$ cat config.mk
export PLATFORM = sky130hd
export DESIGN_NAME = lcd_timing_gen
export DESIGN_NICKNAME = d
export VERILOG_FILES = /design/src/rtl/lcd_timing_gen.sv
export SDC_FILE = /design/constraint.sdc
export NUM_CORES = 1
export LEC_CHECK = 0
export CAP_MARGIN = 10
export CORE_ASPECT_RATIO = 1.75
export CORE_MARGIN = 5
export CORE_UTILIZATION = 30
export DETAILED_ROUTE_END_ITERATION = 8
export HOLD_SLACK_MARGIN = 0.1
export SLEW_MARGIN = 40
export SYNTH_ARGS = -nofsm -noshare
export SYNTH_HDL_FRONTEND = slang
export SYNTH_SLANG_ARGS = --single-unit
$ cat constraint.sdc
create_clock -name CLK -period 4.56 [get_ports CLK]
set_input_delay 0.456 -clock CLK [delete_from_list [all_inputs] [get_ports CLK]]
set_output_delay 0.456 -clock CLK [all_outputs]
set_load 0.1 [all_outputs]
$ cat src/rtl/lcd_timing_gen.sv
// Raster timing generator for the TFT-LCD path: pixel-clock divider, H/V counters under an
// IDLE/RUN/DRAIN controller, registered sync/DE decode and a linear frame-buffer address.
module lcd_timing_gen #(
  parameter int CLK_DIV = 2,
  parameter int H_SYNC  = 41,
  parameter int H_BP    = 2,
  parameter int H_ACT   = 480,
  parameter int H_FP    = 2,
  parameter int V_SYNC  = 10,
  parameter int V_BP    = 2,
  parameter int V_ACT   = 272,
  parameter int V_FP    = 2
) (
  input  logic        CLK,
  input  logic        nRESET,
  input  logic        enable,
  output logic        TCLK,
  output logic        pix_en,
  output logic        Hsync,
  output logic        Vsync,
  output logic        hDE,
  output logic        vDE,
  output logic        DE,
  output logic [9:0]  H_COUNT,
  output logic [9:0]  V_COUNT,
  output logic [16:0] BRAMADDR,
  output logic        frame_start
);

  localparam int H_TOT = H_SYNC + H_BP + H_ACT + H_FP;
  localparam int V_TOT = V_SYNC + V_BP + V_ACT + V_FP;
  localparam int HA0   = H_SYNC + H_BP;
  localparam int VA0   = V_SYNC + V_BP;
  localparam int DW    = (CLK_DIV > 2) ? $clog2(CLK_DIV) : 1;

  localparam logic [DW-1:0] DIV_LAST = DW'(CLK_DIV - 1);
  localparam logic [DW-1:0] DIV_HALF = DW'(CLK_DIV / 2);
  localparam logic [9:0]    H_LAST   = 10'(H_TOT - 1);
  localparam logic [9:0]    V_LAST   = 10'(V_TOT - 1);
  // 11-bit bounds so that an active region ending exactly at 1024 does not wrap
  localparam logic [10:0]   H_SYNC_X = 11'(H_SYNC);
  localparam logic [10:0]   V_SYNC_X = 11'(V_SYNC);
  localparam logic [10:0]   HA0_X    = 11'(HA0);
  localparam logic [10:0]   VA0_X    = 11'(VA0);
  localparam logic [10:0]   HA1_X    = 11'(HA0 + H_ACT);
  localparam logic [10:0]   VA1_X    = 11'(VA0 + V_ACT);

  typedef enum logic [1:0] {
    ST_IDLE  = 2'd0,
    ST_RUN   = 2'd1,
    ST_DRAIN = 2'd2
  } state_t;

  state_t        state_q, state_d;
  logic [DW-1:0] div_q, div_d;
  logic          tclk_q, tclk_d;
  logic          pix_q, pix_d;
  logic [9:0]    h_q, h_d, v_q, v_d;
  logic          hs_q, hs_d, vs_q, vs_d;
  logic          hde_q, hde_d, vde_q, vde_d, de_q, de_d;
  logic [16:0]   addr_q, addr_d;
  logic          fs_q, fs_d;
  logic          pix_s, run_s;
  logic [10:0]   hx_s, vx_s;

  // Next-state logic: divider, controller, counters, and decode of the next counts
  always_comb begin
    pix_s   = (div_q == DIV_LAST);
    div_d   = pix_s ? '0 : div_q + DW'(1);
    tclk_d  = (div_d < DIV_HALF);
    pix_d   = (div_d == DIV_LAST);
    state_d = state_q;
    h_d     = h_q;
    v_d     = v_q;
    fs_d    = 1'b0;
    if (pix_s) begin
      case (state_q)
        ST_IDLE: begin
          h_d = 10'd0;
          v_d = 10'd0;
          if (enable) begin
            state_d = ST_RUN;
            fs_d    = 1'b1;
          end else begin
            state_d = ST_IDLE;
          end
        end
        ST_RUN, ST_DRAIN: begin
          if ((h_q == H_LAST) && (v_q == V_LAST)) begin
            // Frame boundary: the only point where running can stop
            h_d = 10'd0;
            v_d = 10'd0;
            if (enable) begin
              state_d = ST_RUN;
              fs_d    = 1'b1;
            end else begin
              state_d = ST_IDLE;
            end
          end else begin
            if (h_q == H_LAST) begin
              h_d = 10'd0;
              v_d = v_q + 10'd1;
            end else begin
              h_d = h_q + 10'd1;
              v_d = v_q;
            end
            state_d = enable ? ST_RUN : ST_DRAIN;
          end
        end
        default: begin
          state_d = ST_IDLE;
          h_d     = 10'd0;
          v_d     = 10'd0;
        end
      endcase
    end else begin
      state_d = state_q;
    end

    run_s = (state_d != ST_IDLE);
    hx_s  = {1'b0, h_d};
    vx_s  = {1'b0, v_d};
    hs_d  = ~(run_s && (hx_s < H_SYNC_X));
    vs_d  = ~(run_s && (vx_s < V_SYNC_X));
    hde_d = run_s && (hx_s >= HA0_X) && (hx_s < HA1_X);
    vde_d = run_s && (vx_s >= VA0_X) && (vx_s < VA1_X);
    de_d  = hde_d & vde_d;

    addr_d = addr_q;
    if (fs_d) begin
      addr_d = 17'd0;
    end else if (pix_s && de_d) begin
      if ((hx_s == HA0_X) && (vx_s == VA0_X)) begin
        addr_d = 17'd0;
      end else begin
        addr_d = addr_q + 17'd1;
      end
    end else begin
      addr_d = addr_q;
    end
  end

  // State and output registers
  always_ff @(posedge CLK or negedge nRESET) begin
    if (!nRESET) begin
      state_q <= ST_IDLE;
      div_q   <= '0;
      tclk_q  <= 1'b1;
      pix_q   <= 1'b0;
      h_q     <= 10'd0;
      v_q     <= 10'd0;
      hs_q    <= 1'b1;
      vs_q    <= 1'b1;
      hde_q   <= 1'b0;
      vde_q   <= 1'b0;
      de_q    <= 1'b0;
      addr_q  <= 17'd0;
      fs_q    <= 1'b0;
    end else begin
      state_q <= state_d;
      div_q   <= div_d;
      tclk_q  <= tclk_d;
      pix_q   <= pix_d;
      h_q     <= h_d;
      v_q     <= v_d;
      hs_q    <= hs_d;
      vs_q    <= vs_d;
      hde_q   <= hde_d;
      vde_q   <= vde_d;
      de_q    <= de_d;
      addr_q  <= addr_d;
      fs_q    <= fs_d;
    end
  end

  assign TCLK        = tclk_q;
  assign pix_en      = pix_q;
  assign Hsync       = hs_q;
  assign Vsync       = vs_q;
  assign hDE         = hde_q;
  assign vDE         = vde_q;
  assign DE          = de_q;
  assign H_COUNT     = h_q;
  assign V_COUNT     = v_q;
  assign BRAMADDR    = addr_q;
  assign frame_start = fs_q;

endmodule

==> report_table.html, run 1 <==
<table>
<tr><th>Metric</th><th>Value</th></tr>
<tr><th colspan="2">Status</th></tr>
<tr><td>Run status</td><td>completed</td></tr>
<tr><th colspan="2">Worst setup path</th></tr>
<tr><td>Data required time at the worst endpoint</td><td>~4800 ps</td></tr>
<tr><td>Category of the worst setup path launch point</td><td>register</td></tr>
<tr><td>Setup crit end kind</td><td>register</td></tr>
<tr><td>Length in cells of the worst reg-to-reg path</td><td>8</td></tr>
<tr><td>Biggest fanout along the worst timing path</td><td>22</td></tr>
<tr><td>Source of the worst register-to-register timing path</td><td>pix_en$_DFF_PN0_</td></tr>
<tr><td>Arrival time at the worst endpoint</td><td>just over 4000 ps</td></tr>
<tr><td>Crit Path Category</td><td>register to register</td></tr>
<tr><td>Internal reg-to-reg setup slack</td><td>about 690 ps</td></tr>
<tr><td>RR Endpoint</td><td>BRAMADDR[4]$_DFFE_PN0P_</td></tr>
<tr><th colspan="2">Logic synthesis</th></tr>
<tr><td>Combined area of all synthesized cells</td><td>0.003166 mm^2</td></tr>
<tr><td>Post-synth EDFFs</td><td>0</td></tr>
<tr><td>Synthesized Nets</td><td>between 300 and 400</td></tr>
<tr><td>Cells after synthesis</td><td>~350</td></tr>
<tr><td>Share of the yosys chip area belonging to registers</td><td>0.3727</td></tr>
<tr><td>Mean cell area of the mapped netlist</td><td>9.123 um^2</td></tr>
<tr><td>Total of flip-flops plus latches after synthesis</td><td>47</td></tr>
<tr><td>Primary FF master, synth</td><td>sky130_fd_sc_hd__dfrtp_1</td></tr>
<tr><td>Async S/R FF share, synth</td><td>1.000</td></tr>
<tr><td>Number of unique standard cell types used by synthesis</td><td>73</td></tr>
<tr><td>Number of warnings printed during yosys synthesis</td><td>0</td></tr>
<tr><th colspan="2">CTS</th></tr>
<tr><td>Clk pin slew, worst setup/hold paths</td><td>approximately 70 ps</td></tr>
<tr><td>Number of gates resized after cts</td><td>0</td></tr>
<tr><td>Clock root buffer</td><td>sky130_fd_sc_hd__clkbuf_16</td></tr>
<tr><td># clock sinks</td><td>47</td></tr>
<tr><td>TritonCTS clock tree</td><td>done</td></tr>
<tr><td>Hold-fix buffers at CTS</td><td>0</td></tr>
<tr><td>Buffer depth of the longest clock path</td><td>2</td></tr>
<tr><td>Number of CTS-inserted buffers</td><td>5</td></tr>
<tr><td># H-tree levels</td><td>2</td></tr>
<tr><td>Clock insertion delay at the later pin of the skew report</td><td>roughly 300 ps</td></tr>
<tr><td>Post-CTS setup-driven buffer insertion count</td><td>0</td></tr>
<tr><th colspan="2">Floorplanning</th></tr>
<tr><td>Number of rows in the core area</td><td>49</td></tr>
<tr><td>Starting utilization of the core area</td><td>0.3073</td></tr>
<tr><td>Height of the die</td><td>about 150 um</td></tr>
<tr><td>Horiz. Die Dim</td><td>between 80 and 90 um</td></tr>
<tr><td>Std-Cell Core Area</td><td>0.01030 mm^2</td></tr>
<tr><td>Die footprint</td><td>0.01279 mm^2</td></tr>
<tr><td>Count of pins on the block boundary</td><td>48</td></tr>
<tr><th colspan="2">Power and ir drop</th></tr>
<tr><td>P_leak</td><td>~1.5 nW</td></tr>
<tr><td>Worst vdd rail ir drop</td><td>238.8 uV</td></tr>
<tr><td>Total power divided by cell area</td><td>391.6 mW/mm^2</td></tr>
<tr><th colspan="2">Placed design</th></tr>
<tr><td>Last weighted congestion value of the routability-driven placer</td><td>0.8651</td></tr>
<tr><td>Number of buffer cells added on primary ports</td><td>47</td></tr>
<tr><td>Post-detailed-placement half-perimeter wirelength</td><td>just under 7 mm</td></tr>
<tr><td>Placed inst area</td><td>between 0.003 and 0.004 mm^2</td></tr>
<tr><th colspan="2">GRT</th></tr>
<tr><td>Wire length of the first global-routing pass</td><td>~15 mm</td></tr>
<tr><td>Largest net degree at the start of global routing</td><td>48</td></tr>
<tr><td>Number of antenna violations at the first check in global routing</td><td>0</td></tr>
<tr><td>GRT Overall Usage</td><td>0.1494</td></tr>
<tr><td>Vias in the first global route</td><td>3125</td></tr>
<tr><td>Total grt overflow</td><td>0</td></tr>
<tr><th colspan="2">Finish</th></tr>
<tr><td>Multi-input gate area</td><td>~0.0018 mm^2</td></tr>
<tr><td>Nets</td><td>397</td></tr>
<tr><td>Number of inserted diodes</td><td>0</td></tr>
<tr><td>Area growth syn-to-layout</td><td>16.13%</td></tr>
<tr><td>Finished Cell Area</td><td>about 0.0037 mm^2</td></tr>
<tr><td>Fraction of layout cells with a size suffix above 1</td><td>0.2165</td></tr>
<tr><td>Filler cells</td><td>between 1000 and 1500</td></tr>
<tr><td>Area of all sequential standard cells</td><td>between 0.001 and 0.0015 mm^2</td></tr>
<tr><th colspan="2">Run</th></tr>
<tr><td>Max-cap violations</td><td>0</td></tr>
<tr><th colspan="2">Timing</th></tr>
<tr><td>RSZ-0062 raised after global routing</td><td>no</td></tr>
<tr><td>Accumulated negative setup slack</td><td>0 ps</td></tr>
<tr><td>Final hold violation count</td><td>0</td></tr>
<tr><td>Number of setup violations in the final report</td><td>0</td></tr>
<tr><td>Fmax</td><td>258.4 MHz</td></tr>
<tr><td>Headroom to the max-slew limit</td><td>0.5735</td></tr>
<tr><td>Tightest Pin Transition</td><td>639.8 ps</td></tr>
<tr><td>Post-Route Skew</td><td>~10 ps</td></tr>
<tr><td>Post-route fraction of the period consumed by the critical path</td><td>0.8487</td></tr>
<tr><td>Number of max-slew violations in the final report</td><td>0</td></tr>
<tr><td>Crit path time final</td><td>between 3000 and 4000 ps</td></tr>
<tr><th colspan="2">Route</th></tr>
<tr><td>Routed wirelength normalized by instance count</td><td>approximately 18 um</td></tr>
<tr><td>Final ANT Viol Nets</td><td>0</td></tr>
<tr><td>Via-to-Cell Ratio</td><td>~5.8</td></tr>
<tr><td>Drt pass-1 iters</td><td>4</td></tr>
<tr><td>Number of remaining DRC errors</td><td>0</td></tr>
<tr><td>Initial drt markers</td><td>between 100 and 150</td></tr>
<tr><td>Total Routed Length</td><td>9.333 mm</td></tr>
<tr><td>Vias</td><td>just under 3000</td></tr>
<tr><th colspan="2">Hold path</th></tr>
<tr><td>Worst hold path type</td><td>primary input to async pin</td></tr>
</table>
## synthesized netlist by cell type, types with 2 or more instances
| master | count | share of area |
|---|---|---|
| sky130_fd_sc_hd__a211oi_1 | 3 | 0.0071 |
| sky130_fd_sc_hd__a21oi_1 | 12 | 0.019 |
| sky130_fd_sc_hd__a22o_1 | 2 | 0.0055 |
| sky130_fd_sc_hd__a31oi_1 | 5 | 0.0099 |
| sky130_fd_sc_hd__and2_1 | 3 | 0.0059 |
| sky130_fd_sc_hd__and3_1 | 15 | 0.030 |
| sky130_fd_sc_hd__buf_2 | 4 | 0.0063 |
| sky130_fd_sc_hd__buf_6 | 4 | 0.014 |
| sky130_fd_sc_hd__clkbuf_1 | 10 | 0.012 |
| sky130_fd_sc_hd__dfrtp_1 | 44 | 0.35 |
| sky130_fd_sc_hd__dfstp_2 | 3 | 0.025 |
| sky130_fd_sc_hd__ha_1 | 7 | 0.028 |
| sky130_fd_sc_hd__inv_1 | 14 | 0.017 |
| sky130_fd_sc_hd__nand2_1 | 14 | 0.017 |
| sky130_fd_sc_hd__nand3_1 | 19 | 0.030 |
| sky130_fd_sc_hd__nand3b_1 | 4 | 0.0095 |
| sky130_fd_sc_hd__nand4_1 | 6 | 0.012 |
| sky130_fd_sc_hd__nand4b_1 | 2 | 0.0055 |
| sky130_fd_sc_hd__nor2_1 | 46 | 0.055 |
| sky130_fd_sc_hd__nor2b_1 | 2 | 0.0040 |
| sky130_fd_sc_hd__nor3_1 | 8 | 0.013 |
| sky130_fd_sc_hd__nor4_1 | 5 | 0.0099 |
| sky130_fd_sc_hd__o21ai_0 | 14 | 0.022 |
| sky130_fd_sc_hd__o21ai_1 | 4 | 0.0063 |
| sky130_fd_sc_hd__o21ba_2 | 2 | 0.0063 |
| sky130_fd_sc_hd__o21bai_1 | 2 | 0.0047 |
| sky130_fd_sc_hd__o22ai_1 | 4 | 0.0079 |
| sky130_fd_sc_hd__o311ai_0 | 10 | 0.028 |
| sky130_fd_sc_hd__o311ai_1 | 5 | 0.014 |
| sky130_fd_sc_hd__o31ai_1 | 2 | 0.0047 |
| sky130_fd_sc_hd__o41ai_1 | 8 | 0.022 |
| sky130_fd_sc_hd__o41ai_2 | 3 | 0.015 |
| sky130_fd_sc_hd__or2_2 | 4 | 0.0079 |
| sky130_fd_sc_hd__or3_1 | 5 | 0.0099 |
| sky130_fd_sc_hd__or4_1 | 3 | 0.0071 |
| sky130_fd_sc_hd__xnor2_1 | 8 | 0.022 |
| sky130_fd_sc_hd__xor2_1 | 5 | 0.014 |
## final cells by class
| class | instances | area share |
|---|---|---|
| clock buffer | 5 | 0.03404 |
| clock inverter | 3 | 0.01293 |
| inverter | 15 | 0.01532 |
| multi-input combinational | 266 | 0.4980 |
| sequential | 47 | 0.3210 |
| tap | 127 | 0.04323 |
| timing repair buffer | 52 | 0.07556 |
## worst max-delay path, cell delays in order, from the launching register on
cell and delay (ps):
sky130_fd_sc_hd__dfrtp_1 750, sky130_fd_sc_hd__nor4bb_1 490, sky130_fd_sc_hd__nand4_1 250, sky130_fd_sc_hd__nor4b_1 560, sky130_fd_sc_hd__nor2_1 140, sky130_fd_sc_hd__nand2_1 150
sky130_fd_sc_hd__nand4_4 280, sky130_fd_sc_hd__or3_1 720, sky130_fd_sc_hd__o41ai_1 400
## cell usage in the layout, fill, tap and decap left out, types with 4 or more instances in the layout
cell type                    n
sky130_fd_sc_hd__o311ai_0   10
sky130_fd_sc_hd__o41ai_2     4
sky130_fd_sc_hd__and3_1     15
sky130_fd_sc_hd__a31oi_1     5
sky130_fd_sc_hd__o41ai_1     7
sky130_fd_sc_hd__o21ai_0    14
sky130_fd_sc_hd__nand2_1    14
sky130_fd_sc_hd__clkbuf_16   5
sky130_fd_sc_hd__buf_2      46
sky130_fd_sc_hd__or3_1       5
sky130_fd_sc_hd__buf_4       5
sky130_fd_sc_hd__o22ai_1     4
sky130_fd_sc_hd__inv_1      14
sky130_fd_sc_hd__nand3_1    19
sky130_fd_sc_hd__dfrtp_1    44
sky130_fd_sc_hd__a21oi_1    12
sky130_fd_sc_hd__nor2_1     46
sky130_fd_sc_hd__xnor2_1     8
sky130_fd_sc_hd__nor4_1      5
sky130_fd_sc_hd__o21ai_1     4
sky130_fd_sc_hd__ha_1        7
sky130_fd_sc_hd__nor3_1      8
sky130_fd_sc_hd__nand3b_1    4
sky130_fd_sc_hd__xor2_1      5
sky130_fd_sc_hd__o311ai_1    5
sky130_fd_sc_hd__nand4_1     6
sky130_fd_sc_hd__or2_2       4
## power breakdown
| group | total, mW | switching, mW | internal, mW |
|---|---|---|---|
| clock network | 0.433 | 0.171 | 0.262 |
| logic | 0.532 | 0.390 | 0.141 |
| registers | 0.475 | 0.0268 | 0.448 |
| total | 1.44 | 0.588 | 0.851 |
## layer usage
layer / global-route usage / vias to the layer above / routed length [um]
met2: 0.2764 / 92 / 5276
met4: 0.07373 / 0 / 320
met3: 0.02890 / 23 / 385
li1: - / 1399 / -
met1: 0.1533 / 1452 / 3350
met5: 0 / - / 0
## registers in the layout, indices dropped and copies added, names as in the netlist
signal and count:
vDE 1, frame_start 1, DE 1, hDE 1
H_COUNT 10, Vsync 1, state_q 2, pix_en 1
TCLK 1, BRAMADDR 17, V_COUNT 10, Hsync 1
## stage by stage
stage               std cells  hold slack [ps]  power [mW]  worst slack [ps]    util
detailed placement        507            479.9       1.011             710.2  0.3401
floorplan                 347            160.4      0.8771             939.1       -
CTS                       515            293.0       1.455             699.0  0.3569
global route              515            325.6       1.513             300.8  0.3569
finish                    515            261.4       1.440             689.9  0.3569
global placement          507            481.5       1.028             877.2  0.3620
## how the worst max path moves through the flow
stage / start / end / depth (start not counted)
after global routing: pix_en$_DFF_PN0_ / BRAMADDR[16]$_DFFE_PN0P_ / 8
after CTS: pix_en$_DFF_PN0_ / BRAMADDR[14]$_DFFE_PN0P_ / 8
after detailed placement: pix_en$_DFF_PN0_ / BRAMADDR[4]$_DFFE_PN0P_ / 8
final: pix_en$_DFF_PN0_ / BRAMADDR[4]$_DFFE_PN0P_ / 8
after floorplan: pix_en$_DFF_PN0_ / BRAMADDR[9]$_DFFE_PN0P_ / 10
after global placement: pix_en$_DFF_PN0_ / BRAMADDR[6]$_DFFE_PN0P_ / 8
## cells by family after synthesis
| group | synth area share |
|---|---|
| fa+ha+maj | 0.02767 |
| buf+inv | 0.05138 |
| simple gates | 0.2747 |
| mux | 0.003162 |
| compound gates | 0.2344 |
| xor+xnor | 0.03597 |
| flops | 0.3727 |
(Power assumes the default switching activity.)
==> inputs of run 2 (changes only) <==
- clock period: 4.56 -> 3.41 ns (I/O delays scaled with it)
==> run 2 against run 1 <==
  * Utilization rose by 1.2 points
  * Worst hold slack better by 250 ps
  * Highest routed layer unchanged
  * Clock-buffer cell count rose by 1
  * First-iteration DRC count is 36% higher
  * Clock power increased by 13%
==> report_table.html, run 2 (synthesized netlist as in run 1, its figures left out) <==
<table>
<tr><th>Metric</th><th>Value</th></tr>
<tr><th colspan="2">Route</th></tr>
<tr><td>Final ANT Viol Nets</td><td>0 (unchanged)</td></tr>
<tr><td>Total Routed Length</td><td>9.244 mm (-0.95%)</td></tr>
<tr><td>Via-to-Cell Ratio</td><td>5.699 (-1.0%)</td></tr>
<tr><td>Drt pass-1 iters</td><td>6 (+2)</td></tr>
<tr><td>Number of remaining DRC errors</td><td>0 (unchanged)</td></tr>
<tr><td>Vias</td><td>3009 (+1.4%)</td></tr>
<tr><td>Initial drt markers</td><td>184 (+36%)</td></tr>
<tr><td>Routed wirelength normalized by instance count</td><td>17.51 um (-3.4%)</td></tr>
<tr><th colspan="2">Timing</th></tr>
<tr><td>Post-route fraction of the period consumed by the critical path</td><td>0.9406 (+0.09187)</td></tr>
<tr><td>Crit path time final</td><td>3207 ps (-662.7 ps)</td></tr>
<tr><td>Tightest Pin Transition</td><td>554.5 ps (-85.28 ps)</td></tr>
<tr><td>Fmax</td><td>311.8 MHz (+21%)</td></tr>
<tr><td>Number of max-slew violations in the final report</td><td>0 (unchanged)</td></tr>
<tr><td>Accumulated negative setup slack</td><td>0 ps (unchanged)</td></tr>
<tr><td>Final hold violation count</td><td>0 (unchanged)</td></tr>
<tr><td>Number of setup violations in the final report</td><td>0 (unchanged)</td></tr>
<tr><td>RSZ-0062 raised after global routing</td><td>no</td></tr>
<tr><td>Headroom to the max-slew limit</td><td>0.6299 (+0.05645)</td></tr>
<tr><td>Post-Route Skew</td><td>6.421 ps (-4.014 ps)</td></tr>
<tr><th colspan="2">Placed design</th></tr>
<tr><td>Last weighted congestion value of the routability-driven placer</td><td>0.9198 (+6.3%)</td></tr>
<tr><td>Post-detailed-placement half-perimeter wirelength</td><td>6.854 mm (-0.27%)</td></tr>
<tr><td>Number of buffer cells added on primary ports</td><td>47 (unchanged)</td></tr>
<tr><th colspan="2">Floorplanning</th></tr>
<tr><td>Horiz. Die Dim</td><td>87.65 um (unchanged)</td></tr>
<tr><td>Height of the die</td><td>145.9 um (unchanged)</td></tr>
<tr><td>Starting utilization of the core area</td><td>0.3073 (unchanged)</td></tr>
<tr><td>Std-Cell Core Area</td><td>0.01030 mm^2 (unchanged)</td></tr>
<tr><td>Number of rows in the core area</td><td>49 (unchanged)</td></tr>
<tr><td>Count of pins on the block boundary</td><td>48 (unchanged)</td></tr>
<tr><td>Die footprint</td><td>0.01279 mm^2 (unchanged)</td></tr>
<tr><th colspan="2">Power and ir drop</th></tr>
<tr><td>Internal power component</td><td>1.082 mW (+27%)</td></tr>
<tr><td>Share of total power consumed by net switching</td><td>0.4161 (+0.007368)</td></tr>
<tr><td>Total power divided by cell area</td><td>488.5 mW/mm^2 (+25%)</td></tr>
<tr><td>P_leak</td><td>1.580 nW (+2.3%)</td></tr>
<tr><td>Part of the power in registers</td><td>0.337 (+0.007)</td></tr>
<tr><td>Relative contribution of the clock network to total power</td><td>0.265 (-0.036)</td></tr>
<tr><td>Comb power frac</td><td>0.398 (+0.029)</td></tr>
<tr><td>Worst vdd rail ir drop</td><td>273.8 uV (+15%)</td></tr>
<tr><td>P_sw</td><td>771.5 uW (+31%)</td></tr>
<tr><th colspan="2">CTS</th></tr>
<tr><td># H-tree levels</td><td>2 (unchanged)</td></tr>
<tr><td>TritonCTS clock tree</td><td>done</td></tr>
<tr><td>Buffer depth of the longest clock path</td><td>2 (unchanged)</td></tr>
<tr><td>Post-CTS setup-driven buffer insertion count</td><td>0 (unchanged)</td></tr>
<tr><td>Clock insertion delay at the later pin of the skew report</td><td>300 ps (about the same)</td></tr>
<tr><td>Clock root buffer</td><td>sky130_fd_sc_hd__clkbuf_16</td></tr>
<tr><td>Clk pin slew, worst setup/hold paths</td><td>70 ps (about the same)</td></tr>
<tr><td>Number of CTS-inserted buffers</td><td>5 (unchanged)</td></tr>
<tr><td># clock sinks</td><td>47 (unchanged)</td></tr>
<tr><th colspan="2">Worst setup path</th></tr>
<tr><td>Critical path cell sequence</td><td>inv_1, ha_1, or4b_4, nor4_4, and3_1, o22ai_1, a2111oi_4, buf_12, o21ba_2, o311ai_0, o21ai_0</td></tr>
<tr><td>Slowest cell on crit path</td><td>sky130_fd_sc_hd__or4b_4</td></tr>
<tr><td>Data required time at the worst endpoint</td><td>3580 ps (-1170 ps)</td></tr>
<tr><td>Category of the worst setup path launch point</td><td>register</td></tr>
<tr><td>Arrival time at the worst endpoint</td><td>3370 ps (-690 ps)</td></tr>
<tr><td>Biggest fanout along the worst timing path</td><td>17 (-23%)</td></tr>
<tr><td>Stage delay of the slowest cell on the critical path</td><td>520 ps (-230 ps)</td></tr>
<tr><td>Crit Path Category</td><td>register to register</td></tr>
<tr><td>Top delay family on crit path</td><td>simple AND/OR/NAND/NOR gates</td></tr>
<tr><td>Setup crit end kind</td><td>register</td></tr>
<tr><td>Crit path buf inv count</td><td>2 (+2)</td></tr>
<tr><th colspan="2">Finish</th></tr>
<tr><td>Highest-count cells in the layout ignoring fill and taps</td><td>sky130_fd_sc_hd__nor2_1, sky130_fd_sc_hd__buf_2, sky130_fd_sc_hd__dfrtp_1</td></tr>
<tr><td>Area growth syn-to-layout</td><td>19.88%</td></tr>
<tr><td>Final Util</td><td>0.3684 (+0.01154)</td></tr>
<tr><td>Number of inserted diodes</td><td>0 (unchanged)</td></tr>
<tr><td>Multi-input gate area</td><td>0.001851 mm^2 (+1.1%)</td></tr>
<tr><td>Largest register FFs</td><td>17 (unchanged)</td></tr>
<tr><td>Fraction of layout cells with a size suffix above 1</td><td>0.2793 (+0.06281)</td></tr>
<tr><td>Area of all sequential standard cells</td><td>0.001197 mm^2 (+1.5%)</td></tr>
<tr><td>Nets</td><td>410 (+3.3%)</td></tr>
<tr><td>Filler cells</td><td>1079 (-2.4%)</td></tr>
<tr><th colspan="2">GRT</th></tr>
<tr><td>GRT Overall Usage</td><td>0.1530 (+0.003554)</td></tr>
<tr><td>Number of antenna violations at the first check in global routing</td><td>0 (unchanged)</td></tr>
<tr><td>Vias in the first global route</td><td>3069 (-1.8%)</td></tr>
<tr><td>Wire length of the first global-routing pass</td><td>15.48 mm (+0.76%)</td></tr>
<tr><td>Largest net degree at the start of global routing</td><td>28 (-42%)</td></tr>
<tr><td>Total grt overflow</td><td>0 (unchanged)</td></tr>
<tr><th colspan="2">Hold path</th></tr>
<tr><td>Worst hold path type</td><td>register to register</td></tr>
<tr><th colspan="2">Run</th></tr>
<tr><td>Max-cap violations</td><td>0 (unchanged)</td></tr>
<tr><th colspan="2">Status</th></tr>
<tr><td>Run status</td><td>completed</td></tr>
</table>
==> run 2: cell types whose count changed in the layout (fill, tap and decap cells not counted), moves of 2 or more <==
cell,change
sky130_fd_sc_hd__buf_4,+11
sky130_fd_sc_hd__dfrtp_1,-14
sky130_fd_sc_hd__dfrtp_2,+14
sky130_fd_sc_hd__o41ai_1,-2
sky130_fd_sc_hd__o41ai_2,+2
==> run 2: layout make-up <==
class,count,area share
Clock inverter,2,0.003297
Multi-Input combinational cell,266,0.4876
Timing Repair Buffer,65,0.1029
Sequential cell,47,0.3155
Tap cell,127,0.04187
Clock buffer,6,0.03396
Inverter,15,0.01484
==> run 2: final timing paths <==
kind | slack, ps | end | from | cells past startpoint
max in group asynchronous | 2040 | Hsync$_DFF_PN1_ | nRESET | 3
worst max register to register | 200 | BRAMADDR[13]$_DFFE_PN0P_ | H_COUNT[1]$_DFF_PN0_ | 11
worst max-delay path | 200 | BRAMADDR[13]$_DFFE_PN0P_ | H_COUNT[1]$_DFF_PN0_ | 11
worst min register to register | 510 | TCLK$_DFF_PN1_ | pix_en$_DFF_PN0_ | 0
min in group asynchronous | 570 | H_COUNT[5]$_DFF_PN0_ | nRESET | 2
worst min-delay path | 510 | TCLK$_DFF_PN1_ | pix_en$_DFF_PN0_ | 0
==> run 2: power by group through the flow <==
| stage | clock network [mW] | logic [mW] | registers, mW |
|---|---|---|---|
| 2_1_floorplan | 0 | 0.361 | 0.814 |
| 3_3_place_gp | 0 | 0.757 | 0.635 |
| 3_5_place_dp | 0 | 0.735 | 0.636 |
| 4_1_cts | 0.516 | 0.741 | 0.625 |
| 5_1_grt | 0.534 | 0.796 | 0.629 |
| 6_report | 0.491 | 0.738 | 0.624 |
==> run 2: through the flow <==
step                cells  hold WS, ps  total power [mW]  setup slack (ps)  area [um^2]
CTS                   528        507.1             1.881             190.6         3775
global route          528        519.2             1.959             20.16         3795
finish                528        506.9             1.854             202.7         3795
global placement      519        360.4             1.392             240.4         3849
floorplan             347        45.41             1.175             49.07         3183
detailed placement    519        368.1             1.371             188.5         3623
==> run 2: timing repair <==
item,4_1_cts,5_1_grt
resized for setup,0,4
hold endpoints to repair,18,0
hold buffers,1,0
setup endpoints to repair,0,4
==> run 2: worst register-to-register path, delay by kind of cell (launching register included) <==
| kind | cells | cell delay (ps) |
|---|---|---|
| AND/OR/NAND/NOR | 3 | 1170 |
| AO/OA/AOI/OAI | 5 | 1110 |
| flip-flops | 1 | 400 |
| buffers and inverters | 2 | 240 |
| adder cells (fa/ha/maj) | 1 | 150 |
==> run 2: per-layer routing <==
metal	GRT usage	wire length, um	share of wire
met5	0	0	0
met4	0.08141	319	0.035
met3	0.02266	340	0.037
met2	0.2727	5159	0.56
met1	0.1682	3424	0.37
